<file path="config.mk">
export PLATFORM = sky130hd
export DESIGN_NAME = check
export DESIGN_NICKNAME = d
export VERILOG_FILES = /design/src/rtl/check.sv
export SDC_FILE = /design/constraint.sdc
export NUM_CORES = 1
export LEC_CHECK = 0
export BUFFER_PORTS_ARGS = -buffer_cell sky130_fd_sc_hd__buf_2
export CAP_MARGIN = 25
export CORE_MARGIN = 1
export CORE_UTILIZATION = 40
export CTS_CLUSTER_DIAMETER = 80
export DETAILED_ROUTE_END_ITERATION = 6
export PLACE_DENSITY = 0.61
export SETUP_SLACK_MARGIN = 0.02
export SLEW_MARGIN = 20
export SYNTH_ARGS = -nofsm -noshare
export SYNTH_HDL_FRONTEND = slang
export SYNTH_SLANG_ARGS = --single-unit
</file>
<file path="constraint.sdc">
create_clock -name clock -period 2.5 [get_ports clock]
set_input_delay 0.125 -clock clock [delete_from_list [all_inputs] [get_ports clock]]
set_output_delay 0.125 -clock clock [all_outputs]
set_load 0.005 [all_outputs]
</file>
<file path="src/rtl/check.sv">
// check: pairs CHECK_FIFO/RESULT_FIFO entries, compares them under a bitmask and logs failure records over Avalon-MM.
// Define CHECK_LOG_PASS_EN to add pass_count and log passing vectors as records with diff=0.
module check #(
    parameter int ADDR_WIDTH = 20,
    parameter int DATA_WIDTH = 16,
    parameter int BE_WIDTH = 2,
    parameter int STF_WIDTH = 24,
    parameter int ORV_WIDTH = 8,
    parameter int CHF_WIDTH = 52,
    parameter int SCC_WIDTH = 5,
    parameter int SCD_WIDTH = 24,
    parameter int CNT_WIDTH = 16,
    parameter logic [ADDR_WIDTH-1:0] RES_BASE = 'h80000,
    parameter logic [ADDR_WIDTH-1:0] RES_LIMIT = 'hFFFFF
) (
    input  logic                  clock,
    input  logic                  reset_n,
    input  logic [CHF_WIDTH-1:0]  cfifo_data,
    output logic                  cfifo_rdreq,
    input  logic                  cfifo_rdempty,
    input  logic [STF_WIDTH-1:0]  rfifo_data,
    output logic                  rfifo_rdreq,
    input  logic                  rfifo_rdempty,
    input  logic [SCC_WIDTH-1:0]  sc_cmd,
    input  logic [SCD_WIDTH-1:0]  sc_data,
    output logic                  sc_ready,
    output logic [ADDR_WIDTH-1:0] mem_address,
    output logic [BE_WIDTH-1:0]   mem_byteenable,
    output logic                  mem_write,
    output logic [DATA_WIDTH-1:0] mem_writedata,
    input  logic                  mem_waitrequest,
    input  logic                  res_clear,
    output logic [CNT_WIDTH-1:0]  fail_count,
`ifdef CHECK_LOG_PASS_EN
    output logic [CNT_WIDTH-1:0]  pass_count,
`endif
    output logic                  overflow
);
    localparam logic [SCC_WIDTH-1:0] SCC_BITMASK = SCC_WIDTH'(1);
    typedef enum logic [1:0] {IDLE, COMPARE, WRITE} state_t;
    state_t state_q, state_d;
    logic [ADDR_WIDTH-1:0] wr_ptr_q, wr_ptr_d, tv_q, tv_d;
    logic [STF_WIDTH-1:0] exp_q, exp_d, act_q, act_d, diff_q, diff_d, mask_q, mask_d, diff;
    logic [ORV_WIDTH-1:0] orv_q, orv_d;
    logic [CNT_WIDTH-1:0] fail_q, fail_d;
`ifdef CHECK_LOG_PASS_EN
    logic [CNT_WIDTH-1:0] pass_q, pass_d;
`endif
    logic [2:0] idx_q, idx_d;
    logic ovf_q, ovf_d, pop, room, log_rec;
    logic [DATA_WIDTH-1:0] word;
    // Requests are gated by reset_n so nothing is popped while the block is held in reset.
    assign pop = reset_n && state_q == IDLE && !cfifo_rdempty && !rfifo_rdempty;
    assign cfifo_rdreq = pop;
    assign rfifo_rdreq = pop;
    assign sc_ready = reset_n && state_q == IDLE && cfifo_rdempty;
    assign diff = (act_q ^ exp_q) & mask_q;
    assign room = ({1'b0, wr_ptr_q} + (ADDR_WIDTH+1)'(5)) <= {1'b0, RES_LIMIT};
`ifdef CHECK_LOG_PASS_EN
    assign log_rec = 1'b1;
    assign pass_count = pass_q;
`else
    assign log_rec = |diff;
`endif
    assign word = (idx_q == 3'd0) ? tv_q[15:0] :
                  (idx_q == 3'd1) ? {orv_q, 4'h0, tv_q[19:16]} :
                  (idx_q == 3'd2) ? act_q[15:0] :
                  (idx_q == 3'd3) ? {8'h00, act_q[23:16]} :
                  (idx_q == 3'd4) ? diff_q[15:0] : {8'h00, diff_q[23:16]};
    assign mem_write = state_q == WRITE;
    assign mem_address = wr_ptr_q;
    assign mem_writedata = (state_q == WRITE) ? word : '0;
    assign mem_byteenable = '1;
    assign fail_count = fail_q;
    assign overflow = ovf_q;
    always_comb begin
        state_d = state_q;
        wr_ptr_d = wr_ptr_q;
        idx_d = idx_q;
        exp_d = exp_q;
        tv_d = tv_q;
        orv_d = orv_q;
        act_d = act_q;
        diff_d = diff_q;
        mask_d = mask_q;
        fail_d = fail_q;
        ovf_d = ovf_q;
`ifdef CHECK_LOG_PASS_EN
        pass_d = pass_q;
`endif
        case (state_q)
            IDLE: begin
                if (sc_ready && sc_cmd == SCC_BITMASK) mask_d = sc_data[STF_WIDTH-1:0];
                if (res_clear) begin
                    fail_d = '0;
`ifdef CHECK_LOG_PASS_EN
                    pass_d = '0;
`endif
                    wr_ptr_d = RES_BASE;
                    ovf_d = 1'b0;
                end
                if (pop) begin
                    {exp_d, tv_d, orv_d} = cfifo_data;
                    act_d = rfifo_data;
                    state_d = COMPARE;
                end
            end
            COMPARE: begin
                diff_d = diff;
                fail_d = (|diff && !(&fail_q)) ? fail_q + CNT_WIDTH'(1) : fail_q;
`ifdef CHECK_LOG_PASS_EN
                pass_d = (!(|diff) && !(&pass_q)) ? pass_q + CNT_WIDTH'(1) : pass_q;
`endif
                state_d = (log_rec && room) ? WRITE : IDLE;
                ovf_d = ovf_q | (log_rec && !room);
            end
            WRITE: if (!mem_waitrequest) begin
                wr_ptr_d = wr_ptr_q + ADDR_WIDTH'(1);
                idx_d = (idx_q == 3'd5) ? 3'd0 : idx_q + 3'd1;
                state_d = (idx_q == 3'd5) ? IDLE : WRITE;
            end
            default: state_d = IDLE;
        endcase
    end
    always_ff @(posedge clock or negedge reset_n) begin
        if (!reset_n) begin
            state_q <= IDLE;
            wr_ptr_q <= RES_BASE;
            idx_q <= '0;
            exp_q <= '0;
            tv_q <= '0;
            orv_q <= '0;
            act_q <= '0;
            diff_q <= '0;
            mask_q <= '1;
            fail_q <= '0;
            ovf_q <= 1'b0;
`ifdef CHECK_LOG_PASS_EN
            pass_q <= '0;
`endif
        end else begin
            state_q <= state_d;
            wr_ptr_q <= wr_ptr_d;
            idx_q <= idx_d;
            exp_q <= exp_d;
            tv_q <= tv_d;
            orv_q <= orv_d;
            act_q <= act_d;
            diff_q <= diff_d;
            mask_q <= mask_d;
            fail_q <= fail_d;
            ovf_q <= ovf_d;
`ifdef CHECK_LOG_PASS_EN
            pass_q <= pass_d;
`endif
        end
    end
endmodule

</file>
After elaboration in Yosys (flattened, before gate mapping)
Index checks and enable logic that the tools add are counted.
{"block": "word_totals", "wordCells": 77, "ff_bits": 166}
{"block": "op_classes", "n_mux": 20, "n_bitwise": 4, "n_reduce_logical": 25, "n_lt_le_gt_ge": 1, "n_eq_ne": 12, "addsub": 4}
{"operator": "two-way mux 16 bit", "count": 8}
{"operator": "two-way mux 20 bit", "count": 2}
{"operator": "case mux 20 bit (2 select lines)", "count": 1}
{"operator": "case mux 16 bit (2 select lines)", "count": 1}
{"operator": "bitwise AND 24 bit", "count": 1}
{"operator": "OR reduction 24 bit", "count": 1}
{"operator": "bitwise XOR 24 bit", "count": 1}
{"operator": "adder 20 x 3 -> 21 bit (second input constant)", "count": 1}
{"operator": "<= comparator 21 x 20 -> 1 bit (second input constant)", "count": 1}
{"operator": "adder 20 x 1 -> 20 bit (second input constant)", "count": 1}
{"operator": "adder 16 x 1 -> 16 bit (second input constant)", "count": 1}
{"operator": "AND reduction 16 bit", "count": 1}
{"operator": "AND reduction 2 bit", "count": 5}
{"operator": "logical AND 1 bit", "count": 8}
{"operator": "two-way mux 2 bit", "count": 4}
{"operator": "inequality test 2 bit (second input constant)", "count": 4}
{"operator": "== test 3 x 2 -> 1 bit (second input constant)", "count": 2}
{"operator": "== test 3 bit (second input constant)", "count": 2}
{"operator": "case mux 2 bit (3 select lines)", "count": 1}
{"operator": "AND reduction 3 bit", "count": 2}
{"operator": "== test 5 x 1 -> 1 bit (second input constant)", "count": 1}
{"operator": "zero test 1 bit", "count": 4}
{"operator": "nonzero test 2 bit", "count": 2}
{"operator": "adder 3 x 1 -> 3 bit (second input constant)", "count": 1}
{"operator": "other kinds (10)", "count": 10}

Depth between registers and ports, before layout
{"block": "logic_depth", "depth_word": 7, "depth_mapped": 10, "ltp_nobuf": 8}

Worst setup path after synthesis
OpenSTA, ideal clock, no wires.
{"block": "synth_timing", "path_type": "register to register", "startpoint": "reg wr_ptr_q[0] (netlist: mem_address[0])", "endpoint": "reg state_q[1]", "path_stages_with_launch": 9, "t_arrival_ps": 2199, "setup_time_ps": 125, "path_buffers": 0, "period_less_slack_ps": 2324, "required_time_ps": 2375, "setup_slack_ps": 176, "cell_sequence": "dfrtp_1 > inv_1 > ha_1 > or4b_1 > nor4_2 > o211ai_1 > a2111oi_4 > a31o_2 > o21ai_1"}
{"block": "synth_via", "elab_chain_cells": 5}
{"item": "from (decl)", "line": "42", "rtl": "logic [ADDR_WIDTH-1:0] wr_ptr_q, wr_ptr_d, tv_q, tv_d;"}
{"item": "from (signal assigned)", "line": "143", "rtl": "wr_ptr_q <= wr_ptr_d;"}
{"item": "adder 20 x 3 -> 21 bit", "line": "58", "rtl": "assign room = ({1'b0, wr_ptr_q} + (ADDR_WIDTH+1)'(5)) <= {1'b0, RES_LIMIT};"}
{"item": "<= comparator 21 x 20 -> 1 bit", "line": "58"}
{"item": "logical AND 1 bit", "line": "114", "rtl": "state_d = (log_rec && room) ? WRITE : IDLE;"}
{"item": "two-way mux 2 bit", "line": "114"}
{"item": "case mux 2 bit (3 select lines)", "line": "91", "rtl": "case (state_q)"}
{"item": "to (signal assigned)", "line": "142", "rtl": "state_q <= state_d;"}
{"item": "to (decl)", "line": "41", "rtl": "state_t state_q, state_d;"}
Every way passes these cells.
A chain may end at the register's enable or synchronous reset.

Final worst setup path
{"block": "layout_timing", "startpoint": "reg idx_q[0]", "endpoint": "out mem_writedata[4]"}
{"block": "layout_via", "elab_chain_cells": 7}
{"item": "from (decl)", "line": "49", "rtl": "logic [2:0] idx_q, idx_d;"}
{"item": "from (signal assigned)", "line": "144", "rtl": "idx_q <= idx_d;"}
{"item": "== test 3 bit", "line": "69", "rtl": "(idx_q == 3'd4) ? diff_q[15:0] : {8'h00, diff_q[23:16]};"}
{"item": "two-way mux 16 bit", "line": "69"}
{"item": "two-way mux 16 bit", "line": "68", "rtl": "(idx_q == 3'd3) ? {8'h00, act_q[23:16]} :"}
{"item": "two-way mux 16 bit", "line": "67", "rtl": "(idx_q == 3'd2) ? act_q[15:0] :"}
{"item": "two-way mux 16 bit", "line": "66", "rtl": "(idx_q == 3'd1) ? {orv_q, 4'h0, tv_q[19:16]} :"}
{"item": "two-way mux 16 bit (*)", "line": "65", "rtl": "assign word = (idx_q == 3'd0) ? tv_q[15:0] :"}
{"item": "two-way mux 16 bit (*)", "line": "72", "rtl": "assign mem_writedata = (state_q == WRITE) ? word : '0;"}
{"item": "to (decl)", "line": "30", "rtl": "output logic [DATA_WIDTH-1:0] mem_writedata,"}
Every way passes the cells marked *; elsewhere a longest branch is shown, timed or not.

==> metrics <==
die area 0.0211 sq mm; GRT Overall Usage 21.9%; Placeable Area 0.0198 sq mm; largest family of logic cells by synthesized area multiplexers; Skew-Pair Late Insertion Delay 430 ps; Final Cycle Share 93.7%; ys flop type dfrtp_1; worst-margin pin slew 1060 ps; Hold Path Sink mem_address[19]; largest net degree at the start of global routing 167; Tmin final 2340 ps; synthesized netlist cell count 747; width of the die 145 um; top cell type by total area after synthesis dfrtp_1; Setup Total Neg Slack 0 ps; synth warn 0; total vias in the final route 6635; number of synthesized flops with an enable pin 0; area share of the leading cell type in the synthesized netlist a little over two fifths; min-delay src res_clear; final worst setup slack ~160 ps; required time of the critical path 2380 ps; Core Util, Final 56.0%; die extent in y 145 um; Synth Area in Adders less than 1%; layout cells sized above 1 36.1%; cell row count 51; Max stage delay on crit path approximately 420 ps; RSZ-0062 raised after global routing yes; Ports 170; WS Path Type reg -> out; Mapped Area 0.00819 sq mm; Tot Pwr 10.3 mW; xor/xnor share of the synthesized area under 10%; CTS tree done; Max clock buf depth 2; CP Data Arrival Time 2220 ps; Root Driver clkbuf_16; Final HPWL DP 15.1 mm; Avg WL per Cell 17.2 um; Post-Synth Simple-Gate Area between 10% and 20%; Final Max Slew Viols 0; Routed WL 22.3 mm; CP startpoint kind flop; # setup viols final 0; Max Clock Freq between 400 and 500 MHz; number of distinct library cells after synthesis 56; Place WS between 150 and 200 ps; FF-to-FF End state_q[1]; first-pass GRT wire length 36.3 mm; final net count 1129; Top Layer Used met4; met2 wire len 10.9 mm; worst rel slew slack 29.1%; DRC viols 0; fillers around 1800; vias in the first global route 6813; max cap viols 0; PwrDens 930 mW/mm^2; top fanout value on the critical path 8; wl on met1 a little over 10 mm; global route overflow 0; IO Port Bufs about 170; detailed router's first-iteration violation count around 340; sequential share of the synthesized area 51.1%; diode count 0; router iterations before antenna repair 5; LEAKAGE about 5.0 nW; worst r2r src mem_address[0]; Hold Path Depth 3; slowest stage cell, crit path dfrtp_1; outcome complete, no violations; initial antenna violation count 0; Layout Skew 12.8 ps; Placer Congestion 0.853; most used cell, CP nor2_1; Async S/R FF share, synth 100%; R2R Setup Slk 240 ps; Final Hold Fails 0; flops & latches, synth 166; Reg2Reg Depth 8; min-delay worst type in -> reg; Inserted Clock Buffers 17; CP cell instances nor3b_1 -> buf_4 -> mux2i_1 -> nor2_1 -> a21oi_1 -> o32a_1 -> nor2_1 -> buf_2; P&R area growth vs syn 35.2%; CP endpoint kind output pin; Num Clock Sinks 166; H-tree Lvls 4; post-synthesis compound-gate area fraction just under 9%; starting density of the core 41.4%; ANT nets after route 0; Reg clk slew, reported paths around 60 ps; multiplexer share of the synthesized area 16.5%; Max IR drop VDD between 0.0004 and 0.0005 V; top cells by area, synth dfrtp_1 43%, mux2_2 14%, dfstp_2 8.0%, xor2_1 3.7%, nand2_1 3.6%; Synth Area per Inst 11.0 sq um; Vias/cell 5.14; WL met3 778 um
==> area by class of cell <==
cell class / instances / area (sq um) / area share [%]
well taps: 265 / 332 / 2.99
multi-input cells: 531 / 3830 / 34.6
clock inverters: 14 / 165 / 1.49
flip-flops and latches: 166 / 4190 / 37.8
repair buffers: 293 / 2100 / 19.0
inverters: 5 / 18.8 / 0.169
clock buffers: 18 / 439 / 3.97
==> worst max-delay path by stage <==
stage                   start                end
2_1_floorplan  mem_address[0]         state_q[1]
3_3_place_gp   mem_address[0]         state_q[1]
3_5_place_dp   mem_address[0]         state_q[1]
4_1_cts              idx_q[2]   mem_writedata[4]
5_1_grt              idx_q[0]  mem_writedata[14]
6_report             idx_q[0]   mem_writedata[4]
==> placed cells by master (no fill, tap or decap), types with 3 or more instances in the layout <==
cell type	n
clkinv_4	3
clkbuf_16	17
buf_12	4
a2bb2oi_1	4
o21ai_0	20
inv_1	5
a22oi_1	19
xnor2_1	10
dlygate4sd3_1	104
nand2b_1	4
inv_6	5
o31ai_1	3
dfstp_2	25
mux2_2	102
o211ai_1	5
dfrtp_1	140
ha_1	4
and3_1	7
nand2_1	78
buf_2	166
o22ai_1	8
nor3_1	13
or3_1	12
and4_1	4
a21oi_1	18
o32a_1	4
nand3b_1	3
and2_1	6
a31oi_1	3
nand4_1	13
nand3_1	41
buf_4	17
mux2i_1	20
nor2_1	59
xor2_1	35
==> timing repair <==
action / 4_1_cts / 5_1_grt
setup buffers: 0 / 2
hold buffers: 104 / 0
endpoints found under the setup margin: 10 / 14
pin swaps: 0 / 3
gates resized for setup: 2 / 7
hold endpoints to repair: 243 / 0
==> metrics by stage <==
step                std cells  hold WS (ps)  area [sq um]
finish                   1292           146         11100
global route             1292           184         11100
CTS                      1290           127         11000
floorplan                 748          -171          8200
detailed placement       1154           361          9380
global placement         1154           358          9380
==> logic make-up (layout without fill, tap and decap cells) <==
group	after synthesis	count (layout)
AND/OR/NAND/NOR	255	255
adder cells (fa/ha/maj)	4	4
buffers and inverters	51	330
other	1	2
multiplexers	122	122
AO/OA/AOI/OAI	103	103
flip-flops	166	166
XOR/XNOR	45	45
==> power by group <==
part	internal [mW]	switching (mW)
combinational	1.62	1.73
sequential	3.55	0.689
clock	1.53	1.18
total	6.70	3.59
==> worst max-delay path, delay by kind of cell, from the launching register on <==
family / cells / cell delay (ps)
buf+inv: 2 / 370
simple gates: 3 / 310
mux: 1 / 210
flops: 1 / 420
compound gates: 2 / 470
==> sequential cells by signal (all words and copies together), names as in the netlist <==
| signal | flops |
|---|---|
| diff_q | 24 |
| mask_q | 24 |
| tv_q | 20 |
| idx_q | 3 |
| overflow | 1 |
| orv_q | 8 |
| state_q | 2 |
| mem_address | 20 |
| act_q | 24 |
| exp_q | 24 |
| fail_count | 16 |
==> cells in the mapped netlist (5+ instances only) <==
cell type	n
nand4_1	13
nand3_1	41
dfstp_2	25
o21ai_0	20
a21oi_1	19
or3_1	12
nand2_1	78
mux2i_1	20
nor3_1	13
xnor2_1	10
and2_1	6
and3_1	7
buf_2	10
nor2_1	61
o22ai_1	8
dfrtp_1	141
a22oi_1	19
inv_1	5
mux2_2	102
o211ai_1	5
buf_4	5
clkbuf_1	26
xor2_1	35
==> routing by layer <==
| metal | vias up | track usage [%] |
|---|---|---|
| met4 | 0 | 6.74 |
| met3 | 30 | 3.18 |
| met5 | - | 0 |
| met1 | 3234 | 29.6 |
| met2 | 173 | 36.4 |
| li1 | 3198 | - |
No activity file was read; power rests on OpenSTA's default activity.
